## config.mk

```make
export PLATFORM = sky130hd
export DESIGN_NAME = branch_resolve_queue
export DESIGN_NICKNAME = d
export VERILOG_FILES = /design/src/rtl/branch_resolve_queue.sv
export SDC_FILE = /design/constraint.sdc
export NUM_CORES = 1
export LEC_CHECK = 0
export CAP_MARGIN = 15
export CORE_UTILIZATION = 53
export CTS_CLUSTER_SIZE = 14
export DETAILED_ROUTE_END_ITERATION = 7
export PLACE_DENSITY = 0.82
export SLEW_MARGIN = 0
export SYNTH_ARGS = -nofsm -noshare
export SYNTH_HDL_FRONTEND = slang
export SYNTH_SLANG_ARGS = --single-unit
```

## constraint.sdc

```tcl
create_clock -name clk -period 13.9 [get_ports clk]
set_clock_uncertainty 0.05 [all_clocks]
set_input_delay 2.78 -clock clk [delete_from_list [all_inputs] [get_ports clk]]
set_output_delay 2.78 -clock clk [all_outputs]
set_load 0.02 [all_outputs]
```

## src/rtl/branch_resolve_queue.sv

```systemverilog
// branch_resolve_queue: carries fetch predictions to EX, resolves them, drives predictor/BTB updates and redirects.
// Optional perf counters are built only when BRQ_PERF_CNT_EN is defined.
module branch_resolve_queue #(
  parameter int DEPTH = 4,
  parameter int PC_W  = 32
) (
  input  logic            clk,
  input  logic            rst,
  input  logic            i_push,
  input  logic [PC_W-1:0] i_push_pc,
  input  logic            i_push_pred_taken,
  input  logic [PC_W-1:0] i_push_pred_target,
  output logic            o_full,
  output logic            o_empty,
  input  logic            i_pop,
  input  logic            i_ex_is_branch,
  input  logic            i_ex_taken,
  input  logic [PC_W-1:0] i_ex_target,
  input  logic            i_flush,
  output logic [PC_W-1:0] o_head_pc,
  output logic            o_upd_valid,
  output logic [PC_W-1:0] o_upd_pc,
  output logic            o_upd_is_branch,
  output logic            o_upd_taken,
  output logic [PC_W-1:0] o_upd_target,
  output logic            o_redirect,
  output logic [PC_W-1:0] o_redirect_pc,
  output logic            o_overflow,
  output logic [31:0]     o_branch_cnt,
  output logic [31:0]     o_mispredict_cnt
);
  localparam int AW = $clog2(DEPTH);
  logic [AW:0] wr_ptr_q, wr_ptr_d, rd_ptr_q, rd_ptr_d;
  logic [PC_W-1:0] pc_mem [DEPTH];
  logic [PC_W-1:0] tgt_mem [DEPTH];
  logic taken_mem [DEPTH];
  logic [PC_W-1:0] head_pc, head_tgt, actual_next, pred_next;
  logic head_taken, pop_ok, push_ok, mispredict;
  logic overflow_q, overflow_d;
  logic upd_valid_q, upd_valid_d, upd_is_branch_q, upd_is_branch_d, upd_taken_q, upd_taken_d;
  logic [PC_W-1:0] upd_pc_q, upd_pc_d, upd_target_q, upd_target_d;
  logic redirect_q, redirect_d;
  logic [PC_W-1:0] redirect_pc_q, redirect_pc_d;
  assign o_empty = wr_ptr_q == rd_ptr_q;
  assign o_full = (wr_ptr_q[AW] != rd_ptr_q[AW]) && (wr_ptr_q[AW-1:0] == rd_ptr_q[AW-1:0]);
  assign head_pc = pc_mem[rd_ptr_q[AW-1:0]];
  assign head_tgt = tgt_mem[rd_ptr_q[AW-1:0]];
  assign head_taken = taken_mem[rd_ptr_q[AW-1:0]];
  assign o_head_pc = o_empty ? '0 : head_pc;
  always_comb begin
    pop_ok = i_pop & ~o_empty & ~i_flush;
    actual_next = (i_ex_is_branch & i_ex_taken) ? i_ex_target : head_pc + PC_W'(4);
    pred_next = head_taken ? head_tgt : head_pc + PC_W'(4);
    mispredict = pop_ok & (actual_next != pred_next);
    // a mispredict squashes the younger same-cycle push as wrong-path
    push_ok = i_push & ~i_flush & ~mispredict & (~o_full | pop_ok);
    wr_ptr_d = wr_ptr_q + (AW+1)'(push_ok);
    rd_ptr_d = (i_flush | mispredict) ? wr_ptr_q : rd_ptr_q + (AW+1)'(pop_ok);
    overflow_d = overflow_q | (i_push & ~i_flush & o_full & ~pop_ok);
    upd_valid_d = pop_ok;
    upd_pc_d = pop_ok ? head_pc : upd_pc_q;
    upd_is_branch_d = pop_ok ? i_ex_is_branch : upd_is_branch_q;
    upd_taken_d = pop_ok ? i_ex_taken : upd_taken_q;
    upd_target_d = pop_ok ? i_ex_target : upd_target_q;
    redirect_d = mispredict;
    redirect_pc_d = mispredict ? actual_next : redirect_pc_q;
  end
  always_ff @(posedge clk) begin
    if (push_ok) begin
      pc_mem[wr_ptr_q[AW-1:0]] <= i_push_pc;
      tgt_mem[wr_ptr_q[AW-1:0]] <= i_push_pred_target;
      taken_mem[wr_ptr_q[AW-1:0]] <= i_push_pred_taken;
    end
  end
  always_ff @(posedge clk or negedge rst) begin
    if (!rst) begin
      wr_ptr_q <= '0;
      rd_ptr_q <= '0;
      overflow_q <= 1'b0;
      upd_valid_q <= 1'b0;
      upd_pc_q <= '0;
      upd_is_branch_q <= 1'b0;
      upd_taken_q <= 1'b0;
      upd_target_q <= '0;
      redirect_q <= 1'b0;
      redirect_pc_q <= '0;
    end else begin
      wr_ptr_q <= wr_ptr_d;
      rd_ptr_q <= rd_ptr_d;
      overflow_q <= overflow_d;
      upd_valid_q <= upd_valid_d;
      upd_pc_q <= upd_pc_d;
      upd_is_branch_q <= upd_is_branch_d;
      upd_taken_q <= upd_taken_d;
      upd_target_q <= upd_target_d;
      redirect_q <= redirect_d;
      redirect_pc_q <= redirect_pc_d;
    end
  end
  assign o_overflow = overflow_q;
  assign o_upd_valid = upd_valid_q;
  assign o_upd_pc = upd_pc_q;
  assign o_upd_is_branch = upd_is_branch_q;
  assign o_upd_taken = upd_taken_q;
  assign o_upd_target = upd_target_q;
  assign o_redirect = redirect_q;
  assign o_redirect_pc = redirect_pc_q;
`ifdef BRQ_PERF_CNT_EN
  logic [31:0] branch_cnt_q, branch_cnt_d, mispredict_cnt_q, mispredict_cnt_d;
  always_comb begin
    branch_cnt_d = branch_cnt_q + 32'(pop_ok & i_ex_is_branch & ~&branch_cnt_q);
    mispredict_cnt_d = mispredict_cnt_q + 32'(mispredict & ~&mispredict_cnt_q);
  end
  always_ff @(posedge clk or negedge rst) begin
    if (!rst) begin
      branch_cnt_q <= '0;
      mispredict_cnt_q <= '0;
    end else begin
      branch_cnt_q <= branch_cnt_d;
      mispredict_cnt_q <= mispredict_cnt_d;
    end
  end
  assign o_branch_cnt = branch_cnt_q;
  assign o_mispredict_cnt = mispredict_cnt_q;
`else
  assign o_branch_cnt = '0;
  assign o_mispredict_cnt = '0;
`endif
endmodule

```

==> results of run 1 <==
[power by group through the flow]
stage	clock network [uW]	logic [uW]	registers [uW]
2_1_floorplan	0	1390	1700
3_3_place_gp	0	2410	1570
3_5_place_dp	0	2430	1590
4_1_cts	999	2440	1570
5_1_grt	1040	2580	1590
6_report	983	2460	1560
[state kept, by name, summed over array words and instances (netlist names)]
| name | count |
|---|---|
| o_redirect_pc | 32 |
| taken_mem | 4 |
| tgt_mem | 128 |
| o_upd_valid | 1 |
| o_upd_pc | 32 |
| wr_ptr_q | 3 |
| o_upd_target | 32 |
| rd_ptr_q | 3 |
| o_redirect | 1 |
| pc_mem | 128 |
| o_upd_taken | 1 |
| o_upd_is_branch | 1 |
| o_overflow | 1 |
[cell usage after synthesis, drive strengths merged, types with 8 or more instances]
| cell type | number |
|---|---|
| a21oi | 13 |
| a31oi | 8 |
| and3 | 10 |
| buf | 92 |
| clkbuf | 30 |
| dfrtp | 107 |
| edfxtp | 260 |
| inv | 14 |
| mux2 | 39 |
| mux2i | 21 |
| mux4 | 61 |
| nand2 | 237 |
| nand3 | 33 |
| nand4 | 14 |
| nor2 | 46 |
| nor2b | 24 |
| nor3 | 13 |
| nor4 | 15 |
| o21ai | 53 |
| xnor2 | 63 |
| xor2 | 32 |
[layer usage]
layer	GRT usage [%]	vias to the layer above	wire, um
li1	-	5004	-
met1	38.2	5667	18200
met2	46.1	632	22600
met3	5.81	123	4190
met4	12.7	2	2030
met5	0	-	31
[tightest hold or removal path, delay by kind of cell, from the launching register on]
kind / cells / cell delay, ns
AND/OR/NAND/NOR: 2 / 0.10
flip-flops: 1 / 0.34
[worst min-delay path by stage]
stage | to | slack (ns) | cells past startpoint
2_1_floorplan | wr_ptr_q[2]$_DFF_PN0_ | 0.43 | 1
3_3_place_gp | o_overflow$_DFF_PN0_ | 0.40 | 1
3_5_place_dp | o_upd_target[24]$_DFFE_PN0P_ | 0.41 | 2
4_1_cts | o_upd_target[22]$_DFFE_PN0P_ | 0.43 | 2
5_1_grt | o_overflow$_DFF_PN0_ | 0.44 | 1
6_report | o_upd_target[21]$_DFFE_PN0P_ | 0.42 | 2
[final cells by class]
cell class,count,area [um^2],area share (%)
Clock inverter,18,174,0.830
Inverter,14,52.6,0.251
Multi-Input combinational cell,833,6170,29.4
Clock buffer,50,1030,4.90
Timing Repair Buffer,253,2490,11.9
Sequential cell,367,10500,50.1
Antenna cell,1,2.50,0.0119
Tap cell,435,544,2.60
[per-stage QoR]
step | utilization (%) | power [uW] | worst slack (ns) | hold WS, ns | std cells
after floorplan | - | 3090 | 1.87 | 0.426 | 1336
after global placement | 62.1 | 3980 | 5.05 | 0.404 | 1901
after detailed placement | 62.1 | 4020 | 4.93 | 0.412 | 1901
after CTS | 65.9 | 5010 | 5.47 | 0.428 | 1969
after global routing | 65.9 | 5220 | 5.16 | 0.441 | 1970
final | 65.9 | 5010 | 5.56 | 0.423 | 1971
[cells by family (layout without fill, tap and decap cells)]
family	count (synthesis)	count (layout)	share of synthesized area (%)
compound gates	122	122	4.57
xor+xnor	102	102	5.74
fa+ha+maj	5	5	0.363
buf+inv	136	335	5.04
flops	367	367	60.8
mux	121	121	12.1
other cells	1	65	0.0217
simple gates	419	419	11.4
==> results.toml, run 1 <==
[run_status]
status = "completed"

[synth]
avgSynthCellArea_um2 = 13.6
synthArstFlopShare_pct = 29.2
yosysTopAreaCell = "edfxtp_1"
ys_warn_count = 0
synth_edf_count = 260
synthDistinctLibCells = 75
synth-seq-cells = 367
synthFlopType = "edfxtp_1"
ys_seq_area_share_pct = 60.8
synth_top_cell_area_share_pct = 45.3
synth.area.top_cells = "edfxtp_1, dfrtp_1, mux4_2"
syn_area_mm2 = 0.0173
synth_cells = 1273

[layout]
fillCellCount = 2245
layout_common_cells = "edfxtp_1, nand2_1, clkdlybuf4s50_1, dfrtp_1, conb_1"
layout-drive-gt1-share_pct = 12.4
nets = 1616
finalInstanceArea_mm2 = 0.0210
syn2layout_area_growth_pct = 21.4
final_common_cell = "edfxtp_1"

[global_routing]
track_usage_pct = 28.7
antenna_found_initial = 1
grt_pass1_vias = 11400
grt_max_degree = 74
grt_pass1_wl_um = 70100
grt_remaining_overflow = 0

[critical_path]
crit_path_end = "pc_mem[1][24]$_DFFE_PP_"
slowest_delay_ns = 0.80
crit_path_start = "i_ex_is_branch"
crit_fanout = 60
crit_slowest_cell = "and2_2"
worstSetupPathType = "input pin to flip-flop"
cp.required_ns = 14.01
reg2reg_depth = 15
worstSetupStartpointType = "input pin"
path_depth = 14
cp.arrival_ns = 8.46
reg2reg_from = "rd_ptr_q[1]$_DFF_PN0_"
regToRegSetupSlack_ns = 6.30
path_delay_family = "simple AND/OR/NAND/NOR gates"
endpoint_kind = "flip-flop"
r2r-end = "pc_mem[1][24]$_DFFE_PP_"
worstPathBufferInverterCount = 3
worstPathCellList = "clkdlybuf4s50_1, and2_2, nand2_1, a2bb2oi_1, mux2i_1, o32ai_1, or4b_1, a2111oi_0, nand3_1, o31ai_1, nand3_2, buf_4, nor4b_4, buf_4"
crit_path_frequent_cell = "buf_4"

[timing]
hold_viol = 0
post-route-period-util_pct = 60.0
rsz0062_at_grt = "no"
setup-tns-final_ns = 0
setup_viol = 0
finalCriticalPeriod_ns = 8.35
final_max_slew_viol_count = 0
worst-slew-pin-transition_ns = 0.975
fmax_mhz = 120
max_slew_margin_pct = 35.0

[clocking]
cts_hold_buf = 0
cts_root_buffer = "clkbuf_16"
clockBufferDepth = 3
clk_latency_ns = 0.54
cts_tree = "done"
post_cts_resized = 0
clk_pin_slew_ns = 0.06
cts_htree_levels = 2
post_cts_buffers = 0
clock-sinks = 367
cts-buffers-inserted = 38

[drt]
wl_um = 47100
ant_nets = 0
drt_iter0_markers = 1236
wl_per_cell_um = 23.9
via_per_inst = 5.80
drt_pass1_iterations = 7
via_count = 11400
drc = 0

[floorplanning]
ios = 303
start_util_pct = 54.3
core_region_area_mm2 = 0.0318
fp.dieH_um = 182
die_w_um = 182
fp-row-count = 65
die-area_mm2 = 0.0333

[worst_hold_path]
hp-start = "o_upd_target[21]$_DFFE_PN0P_"
hold_path.class = "flip-flop to flip-flop"

[placed_design]
placed_area_mm2 = 0.0197
hpwl_um = 33100
place_congestion = 0.951
port_buffers = 238

[power_and_ir_drop]
p_int_uw = 3020
power.density_mw_per_mm2 = 239
p_switching_uw = 1980
p_leak_uw = 0.00780
pwr-share-seq_pct = 31.2
irDropWorstVdd_uv = 119
sw_frac_of_total_pct = 39.6
pwr-share-clk_pct = 19.6
combinationalPowerShare_pct = 49.1

[run]
max-cap-violations = 0
Note: power is estimated with default switching activity, not from simulation.
==> run 2, diff against run 1 <==
- clock period: 13.9 -> 8.21 ns (I/O delays scaled with it)
==> run 2 against run 1 <==
- final cell count grew 0.20%
- global-route usage grew 0.17 points
- sequential share of layout area grew 0.060 points
- clock power grew 59%
- non-clock buffer count grew 5
- power grew 68%
- routed wire length grew 0.50%
- final area shrank 0.14%
- critical path depth shrank 1
- sequential power grew 71%
- critical path type unchanged
==> results.toml, run 2 (synthesis gave the netlist of run 1 again) <==
[run_status]
status = "completed"

[clocking]
post_cts_buffers = 0
post_cts_resized = 0
clk_pin_slew_ns = 0.06
cts_htree_levels = 2
cts_root_buffer = "clkbuf_16"
clockBufferDepth = 3
cts-buffers-inserted = 37
cts_tree = "done"
cts_hold_buf = 0
clk_latency_ns = 0.54
clock-sinks = 367

[drt]
ant_nets = 0
drt_pass1_iterations = 5
via_count = 11400
wl_um = 47300
drt_iter0_markers = 991
via_per_inst = 5.79
drc = 0
wl_per_cell_um = 23.9

[critical_path]
crit_path_start = "i_ex_is_branch"
r2r-end = "tgt_mem[2][12]$_DFFE_PP_"
regToRegSetupSlack_ns = 1.61
reg2reg_from = "rd_ptr_q[1]$_DFF_PN0_"
cp.arrival_ns = 6.71
endpoint_kind = "flip-flop"
worstSetupStartpointType = "input pin"
cp.required_ns = 8.32
crit_fanout = 60
crit_path_end = "tgt_mem[2][12]$_DFFE_PP_"
worstSetupPathType = "input pin to flip-flop"
reg2reg_depth = 14

[global_routing]
grt_remaining_overflow = 0
antenna_found_initial = 2
grt_max_degree = 72
grt_pass1_vias = 11200
track_usage_pct = 28.9
grt_pass1_wl_um = 70200

[floorplanning]
die_w_um = 182
core_region_area_mm2 = 0.0318
die-area_mm2 = 0.0333
ios = 303
fp.dieH_um = 182
start_util_pct = 54.3
fp-row-count = 65

[timing]
final_max_slew_viol_count = 0
hold_slack_ns = 0.422
worst-slew-pin-transition_ns = 0.937
setup-tns-final_ns = 0
hold_viol = 0
max_slew_margin_pct = 37.5
rsz0062_at_grt = "no"
post-route-period-util_pct = 80.4
finalCriticalPeriod_ns = 6.60
fmax_mhz = 151
setup_viol = 0

[run]
max-cap-violations = 0

[power_and_ir_drop]
pwr-share-clk_pct = 18.5
p_int_uw = 5050
power.density_mw_per_mm2 = 401
combinationalPowerShare_pct = 49.8
p_switching_uw = 3350
p_leak_uw = 0.00778
irDropWorstVdd_uv = 266
pwr-share-seq_pct = 31.6
p_total_uw = 8400
sw_frac_of_total_pct = 39.9

[worst_hold_path]
hp-start = "o_upd_target[20]$_DFFE_PN0P_"
hold_path.class = "flip-flop to flip-flop"

[layout]
layout-drive-gt1-share_pct = 12.3
final_common_cell = "edfxtp_1"
nets = 1620
layout_common_cells = "edfxtp_1, nand2_1, clkdlybuf4s50_1, dfrtp_1, conb_1"
post-route-util_pct = 65.8
syn2layout_area_growth_pct = 21.3

[placed_design]
hpwl_um = 34100
port_buffers = 238
place_congestion = 0.954
[run 2: worst max-delay path, stage by stage]
cell	delay, ns
clkdlybuf4s50_1	0.50
and2_2	0.78
nand2_1	0.26
a2bb2oi_1	0.20
mux2i_1	0.16
o32ai_1	0.10
or4b_1	0.53
a2111oi_0	0.40
nand3_1	0.14
o31ai_1	0.34
nand3_2	0.56
nor4b_4	0.47
buf_4	0.56
[run 2: routing by layer]
| layer | vias up | routed length, um | GRT usage [%] |
|---|---|---|---|
| met4 | 0 | 2220 | 13.9 |
| met5 | - | 0 | 0 |
| met1 | 5640 | 18700 | 38.7 |
| li1 | 5019 | - | - |
| met3 | 109 | 3890 | 5.07 |
| met2 | 675 | 22500 | 46.1 |
[run 2: worst min path at each step]
stage	slack, ns	cells past startpoint	endpoint
final	0.42	2	o_upd_target[20]$_DFFE_PN0P_
after global routing	0.44	2	o_upd_target[23]$_DFFE_PN0P_
after global placement	0.40	1	o_overflow$_DFF_PN0_
after CTS	0.43	2	o_upd_target[20]$_DFFE_PN0P_
after detailed placement	0.41	2	o_upd_target[20]$_DFFE_PN0P_
after floorplan	0.43	1	wr_ptr_q[2]$_DFF_PN0_
[run 2: power groups by stage]
stage	Sequential [uW]	Combinational (uW)	Clock [uW]
2_1_floorplan	2880	2350	0
3_3_place_gp	2680	4090	0
3_5_place_dp	2690	4130	0
4_1_cts	2660	4160	1590
5_1_grt	2710	4400	1670
6_report	2660	4190	1560
[run 2: metrics by stage]
step / cells / instance area, um^2 / worst slack, ns
after global placement: 1907 / 19800 / 1.20
final: 1975 / 20900 / 1.61
after global routing: 1974 / 20900 / 1.13
after detailed placement: 1907 / 19800 / 1.08
after CTS: 1972 / 20900 / 1.62
after floorplan: 1336 / 17500 / -0.0289
[run 2: area by class of cell]
cell class,instances,area (um^2)
Clock inverter,15,98.8
Inverter,14,52.6
Multi-Input combinational cell,833,6180
Tap cell,435,544
Fill cell,2250,10900
Clock buffer,50,1020
Timing Repair Buffer,258,2530
Antenna cell,3,7.51
Sequential cell,367,10500
